### src/rtl/decimator.sv
// decimator: block-average decimator (2^DECIM_LOG2 : 1) with AXI-Stream framing via tlast every FRAME_LEN outputs
module decimator #(
  parameter int DATA_WIDTH = 24,
  parameter int DECIM_LOG2 = 3,
  parameter int FRAME_LEN  = 512
) (
  input  logic                  clk_in,
  input  logic                  rst_in,
  input  logic                  s_axis_tvalid,
  output logic                  s_axis_tready,
  input  logic [DATA_WIDTH-1:0] s_axis_tdata,
  output logic                  m_axis_tvalid,
  input  logic                  m_axis_tready,
  output logic [DATA_WIDTH-1:0] m_axis_tdata,
  output logic                  m_axis_tlast
);
  localparam int AW = DATA_WIDTH + DECIM_LOG2;
  localparam int FW = $clog2(FRAME_LEN);
  logic [DECIM_LOG2-1:0] phase_q, phase_d;
  logic signed [AW-1:0] acc_q, acc_d, samp, sum;
  logic [FW-1:0] frame_q, frame_d;
  logic [DATA_WIDTH-1:0] tdata_q, tdata_d;
  logic tvalid_q, tvalid_d, tlast_q, tlast_d;
  logic last, accept, load, wrap;
  always_comb begin
    last = &phase_q;
    s_axis_tready = !last || !tvalid_q || m_axis_tready;
    accept = s_axis_tvalid && s_axis_tready;
    load = accept && last;
    wrap = frame_q == FW'(FRAME_LEN - 1);
    samp = {{DECIM_LOG2{s_axis_tdata[DATA_WIDTH-1]}}, s_axis_tdata};
    sum = acc_q + samp;
    phase_d = accept ? phase_q + 1'b1 : phase_q;
    acc_d = accept ? (phase_q == '0 ? samp : sum) : acc_q;
    frame_d = load ? (wrap ? '0 : frame_q + 1'b1) : frame_q;
    // dropping the low DECIM_LOG2 bits is the arithmetic shift, rounding toward -inf
    tdata_d = load ? sum[AW-1:DECIM_LOG2] : tdata_q;
    tlast_d = load ? wrap : tlast_q;
    tvalid_d = load || (tvalid_q && !m_axis_tready);
  end
  always_ff @(posedge clk_in or negedge rst_in) begin
    if (!rst_in) begin
      phase_q  <= '0;
      acc_q    <= '0;
      frame_q  <= '0;
      tdata_q  <= '0;
      tvalid_q <= 1'b0;
      tlast_q  <= 1'b0;
    end else begin
      phase_q  <= phase_d;
      acc_q    <= acc_d;
      frame_q  <= frame_d;
      tdata_q  <= tdata_d;
      tvalid_q <= tvalid_d;
      tlast_q  <= tlast_d;
    end
  end
  assign m_axis_tvalid = tvalid_q;
  assign m_axis_tdata  = tdata_q;
  assign m_axis_tlast  = tlast_q;
endmodule

### config.mk
export PLATFORM = sky130hd
export DESIGN_NAME = decimator
export DESIGN_NICKNAME = d
export VERILOG_FILES = /design/src/rtl/decimator.sv
export SDC_FILE = /design/constraint.sdc
export NUM_CORES = 1
export LEC_CHECK = 0
export ABC_AREA = 1
export ABC_CLOCK_PERIOD_IN_PS = 1800
export CAP_MARGIN = 15
export CORE_AREA = 10 10 171 133
export DETAILED_ROUTE_END_ITERATION = 8
export DIE_AREA = 0 0 181 143
export SYNTH_ARGS = -nofsm -noshare
export SYNTH_HDL_FRONTEND = slang
export SYNTH_SLANG_ARGS = --single-unit
### constraint.sdc
create_clock -name clk_in -period 1.8 [get_ports clk_in]
set_clock_uncertainty 0.1 [all_clocks]
set_input_delay 0.54 -clock clk_in [delete_from_list [all_inputs] [get_ports clk_in]]
set_output_delay 0.54 -clock clk_in [all_outputs]
set_load 0.01 [all_outputs]
**After elaboration in Yosys (flattened, before gate mapping)**

Cells that the tools add are included.

- Mux-type cells: 2
- Multiply operators: 0
- Div/mod/pow operators: 0
- Equal/unequal tests: 1
- Magnitude comparators: 0
- Add/subtract/negate cells: 3
- Reductions and logical operators: 11
- Bitwise operators: 0
- Shift operators: 0

Operators by type and width:

| cell | count |
|---|---|
| 27-bit by 24-bit adder with 27-bit output | 1 |
| 27-bit 2-to-1 mux | 1 |
| 9-bit by 1-bit adder with 9-bit output (second input constant) | 1 |
| 9-bit == test (second input constant) | 1 |
| 9-bit 2-to-1 mux | 1 |
| 3-bit by 1-bit adder with 3-bit output (second input constant) | 1 |
| 1-bit logical AND | 3 |
| 1-bit zero test | 3 |
| 3-bit zero test | 1 |
| 1-bit logical OR | 3 |
| 3-bit AND reduction | 1 |

- Output and inout port bits: 27
- Register bits after elaboration: 65
- Word-level logic and storage cells: 23
- Memories: 0
- Bits of input ports: 28
- Latch bits: 0
- ROM bits: 0
- Bits in writable memories: 0

**Depth between registers and ports, before layout**

- Depth after elaboration: 7
- Mapped depth: 14
- Mapped depth without buffers: 14

**Worst setup path after synthesis**

OpenSTA, ideal clock, no wires.

- Path type: in2reg
- Start: input s_axis_tdata[0]
- End: register acc_q[14]
- Required time: 1.584 ns
- Setup time: 0.116 ns
- Data arrival time: 1.946 ns
- Cell stages on the path: 14
- Path buffers: 0
- Path slack: -0.362 ns
- Path through: ha_1 inv_1 fa_1 inv_1 nand3_1 nand3_2 nand2_1 nand2_1 nand2_1 nand2_1 xor2_1 nand2_1 nand2_1 nand2_1

- Cells in the longest elaborated chain, start to end: 2

RTL lines:

| element | RTL line | RTL |
|---|---|---|
| from (decl) | 11 | `input logic [DATA_WIDTH-1:0] s_axis_tdata,` |
| 27-bit by 24-bit adder with 27-bit output | 32 | `sum = acc_q + samp;` |
| 27-bit 2-to-1 mux | 34 | `acc_d = accept ? (phase_q == '0 ? samp : sum) : acc_q;` |
| to (signal assigned) | 44 | `acc_q <= '0;` |
| to (signal assigned) | 51 | `acc_q <= acc_d;` |
| to (decl) | 20 | `logic signed [AW-1:0] acc_q, acc_d, samp, sum;` |

Every way passes these cells.
A chain may end at the register's enable or synchronous reset.

**Final worst setup path**

- Start: register acc_q[7]
- End: register acc_q[24]

- Cells in the longest elaborated chain, start to end: 2

RTL lines:

| element | RTL line |
|---|---|
| 27-bit by 24-bit adder with 27-bit output | 32 |
| 27-bit 2-to-1 mux | 34 |

Every way passes these cells.

==> flow_summary.yaml <==
floorplanning:
  start_util_pct: 24.9
  core_area_um2: 19200
  rows: 44
  dieHeight_um: 143
  dieWidth_um: 181
  ios: 55
  die_area_um2: 25900
sta:
  clock.fmax_mhz: 482
  finalCritPeriodShare_pct: 115
  fin_ws_ns: -0.275
  setup-violations-final: 44
  fin_crit_ns: 2.07
  setup-tns-final_ns: -6.06
  finalHoldViolCount: 0
  tightest_slew_ns: 0.384
  slew_headroom_pct: 74.4
  rsz0062_at_grt: "true"
  drv_slew: 0
route:
  vias: 5071
  viasPerCell: 4.48
  drc: 0
  routed_wl_um: 16700
  route.antenna.remaining_nets: 0
  drt-pass1-iter-count: 4
  drtIter0Drc: 335
  wl_per_cell_um: 14.8
placement:
  dp_hpwl_um: 11500
  post-place-ws_ns: -0.971
  dp.cells: 1089
  numPortBuffers: 54
  gp_congestion: 0.884
yosys:
  syn_area_um2: 4780
  syn_inst: 720
  synth_warnings: 0
  yosysSeqAreaShare_pct: 34.0
  ys_types: 37
  synth_top_cell_area_share_pct: 34.0
  syn-num-nets: 780
  yosysTopAreaCell: "dfrtp_1"
  yosys_register_bits: 65
  syn_avg_cell_area_um2: 6.64
  synth.area.top_cells: "dfrtp_1, nand2_1, ha_1"
worst_setup_path:
  worst-setup-path-type: "reg2reg"
  max_stage_delay_ns: 0.41
  critPathTopFamily: "simple AND/OR/NAND/NOR gates"
  cp_slowest_cell: "dfrtp_1"
  critPathRequiredTime_ns: 1.96
  crit_chain: "ha_4, nand2_1, buf_4, nor2_2, nand2_2, nand2_4, buf_4, nand2_4, nand4_1, nand3_1, a21oi_1"
  cp_max_fo: 4
  rr_worst_depth: 11
  critPathArrivalTime_ns: 2.24
  r2r-start: "acc_q[7]$_DFFE_PN0P_"
  crit_path_start_kind: "register"
  crit_path_start: "acc_q[7]$_DFFE_PN0P_"
  path_buf_inv: 2
  cp_num_cells: 11
  cp-end-kind: "register"
power:
  finalPower_mw: 15.0
  seq_power_share_pct: 17.3
  p_clk_share_pct: 13.2
  total_leakage_power_nw: 4.07
  power.switching_mw: 6.82
  switching_share_pct: 45.5
  comb_power_share_pct: 69.4
  powerDensity_nw_per_um2: 1840
  peakVddDrop_v: 0.000772
  intPower_mw: 8.18
grt:
  grt_pass1_vias: 4973
  track_usage_pct: 12.5
  grt_max_degree: 66
  grtUsageMet2_pct: 19.3
  grt_pass1_wl_um: 26500
  grt-busiest-layer: "met2"
  antenna_found_initial: 0
  grt_use_met3_pct: 3.18
  grt_use_met1_pct: 17.3
  overflow: 0
clocking:
  cts_tree: "built"
  insertion_delay_ns: 0.34
  htree_levels: 3
  cts_sinks: 65
  cts_buffer_depth: 2
  numCtsBuffers: 9
  cts_root_buffer: "clkbuf_16"
  clk_pin_slew_ns: 0.06
layout:
  n_antenna_cell: 0
  fillers: 1827
  fin_cells: 1132
  multi_input_area_um2: 4060
  ff_latch_area_um2: 1630
  nNetsFinal: 934
  syn_to_final_growth_pct: 70.1
  drive_above_1_share_pct: 45.5
flow_run:
  cap_viol_max_count: 0
hold_path:
  hold_path_class: "in2async"
status:
  violations: "setup timing"
  status: "complete, but fails checks"
==> final cells by class <==
type | instances | area share (%)
timing repair buffer | 159 | 17.2
tap | 253 | 3.89
sequential | 65 | 20.0
clock inverter | 6 | 1.11
clock buffer | 10 | 2.94
inverter | 105 | 4.94
multi-input combinational | 534 | 49.9
==> registers in the layout (all words and copies together) (netlist names) <==
name           count
acc_q             27
m_axis_tdata      24
frame_q            9
phase_q            3
m_axis_tlast       1
m_axis_tvalid      1
==> metal layers <==
metal,routed length (µm),vias up
met1,8270,2391
met2,7430,114
met4,166,0
li1,-,2553
met5,0,-
met3,837,13
==> placed cells by master, fill, tap and decap left out, types with 23 or more instances in the layout <==
| cell type | instances |
|---|---|
| dfrtp_1 | 65 |
| nand2_2 | 61 |
| buf_4 | 83 |
| a21oi_1 | 23 |
| nor2_1 | 40 |
| nand3_2 | 23 |
| nand2_1 | 180 |
| nand2_4 | 31 |
| inv_1 | 84 |
| ha_4 | 25 |
| dlygate4sd2_1 | 31 |
==> cell usage after synthesis <==
| cell | number |
|---|---|
| a21o_1 | 1 |
| buf_2 | 8 |
| and2_2 | 1 |
| buf_6 | 2 |
| clkbuf_1 | 2 |
| dfrtp_1 | 65 |
| nand3_1 | 42 |
| xor2_1 | 10 |
| o21ai_1 | 6 |
| nand2_1 | 268 |
| fa_1 | 1 |
| a31oi_1 | 1 |
| xnor2_1 | 5 |
| a21oi_1 | 46 |
| o21bai_2 | 2 |
| inv_2 | 1 |
| nor2_2 | 5 |
| nor2_4 | 1 |
| o21ai_0 | 17 |
| nand2_2 | 7 |
| inv_1 | 103 |
| nand4_1 | 6 |
| nand2_4 | 1 |
| o21bai_1 | 2 |
| or2_2 | 2 |
| o21a_1 | 4 |
| nor3_1 | 3 |
| and2_1 | 2 |
| nor2_1 | 63 |
| nand3_2 | 2 |
| ha_1 | 31 |
| nor3b_1 | 2 |
| nor4_1 | 1 |
| nor3_2 | 1 |
| clkinv_2 | 1 |
| buf_4 | 4 |
| o211ai_1 | 1 |
==> repair_timing <==
action | CTS | global route
setup buffers | 14 | 17
pin swaps | 104 | 87
hold buffers | 0 | 0
gates cloned | 0 | 0
setup endpoints to repair | 84 | 60
resized for setup | 263 | 127
==> kinds of logic (layout without fill, tap and decap cells) <==
family | Yosys count | count (layout) | synth area share [%]
simple gates | 407 | 407 | 35.3
buf+inv | 121 | 280 | 10.4
compound gates | 80 | 80 | 9.08
flops | 65 | 65 | 34.0
fa+ha+maj | 32 | 32 | 8.53
xor+xnor | 15 | 15 | 2.75
==> metrics by stage <==
step	hold slack [ns]	instance area, µm²	utilization, %
after floorplan	0.144	5110	-
after global placement	0.365	6500	33.8
after detailed placement	0.365	6500	33.8
after CTS	0.135	7600	39.6
after global routing	0.147	8130	42.3
final	0.122	8130	42.3
==> path summary, 6_finish.rpt <==
kind	to	slack [ns]
max	acc_q[24]$_DFFE_PN0P_	-0.27
min	m_axis_tdata[1]$_DFFE_PN0P_	0.12
max reg2reg	acc_q[24]$_DFFE_PN0P_	-0.27
min reg2reg	m_axis_tdata[22]$_DFFE_PN0P_	0.36
max in group asynchronous	m_axis_tdata[21]$_DFFE_PN0P_	1.18
min in group clk_in	m_axis_tdata[22]$_DFFE_PN0P_	0.36
==> power by group through the flow <==
stage	clock network, mW	registers [mW]	logic [mW]
6_report	1.98	2.60	10.4
3_3_place_gp	0	2.56	7.35
4_1_cts	2.02	2.62	8.92
3_5_place_dp	0	2.57	7.42
2_1_floorplan	0	2.63	4.40
5_1_grt	2.08	2.68	11.4
Note: power is estimated with default switching activity, not from simulation.
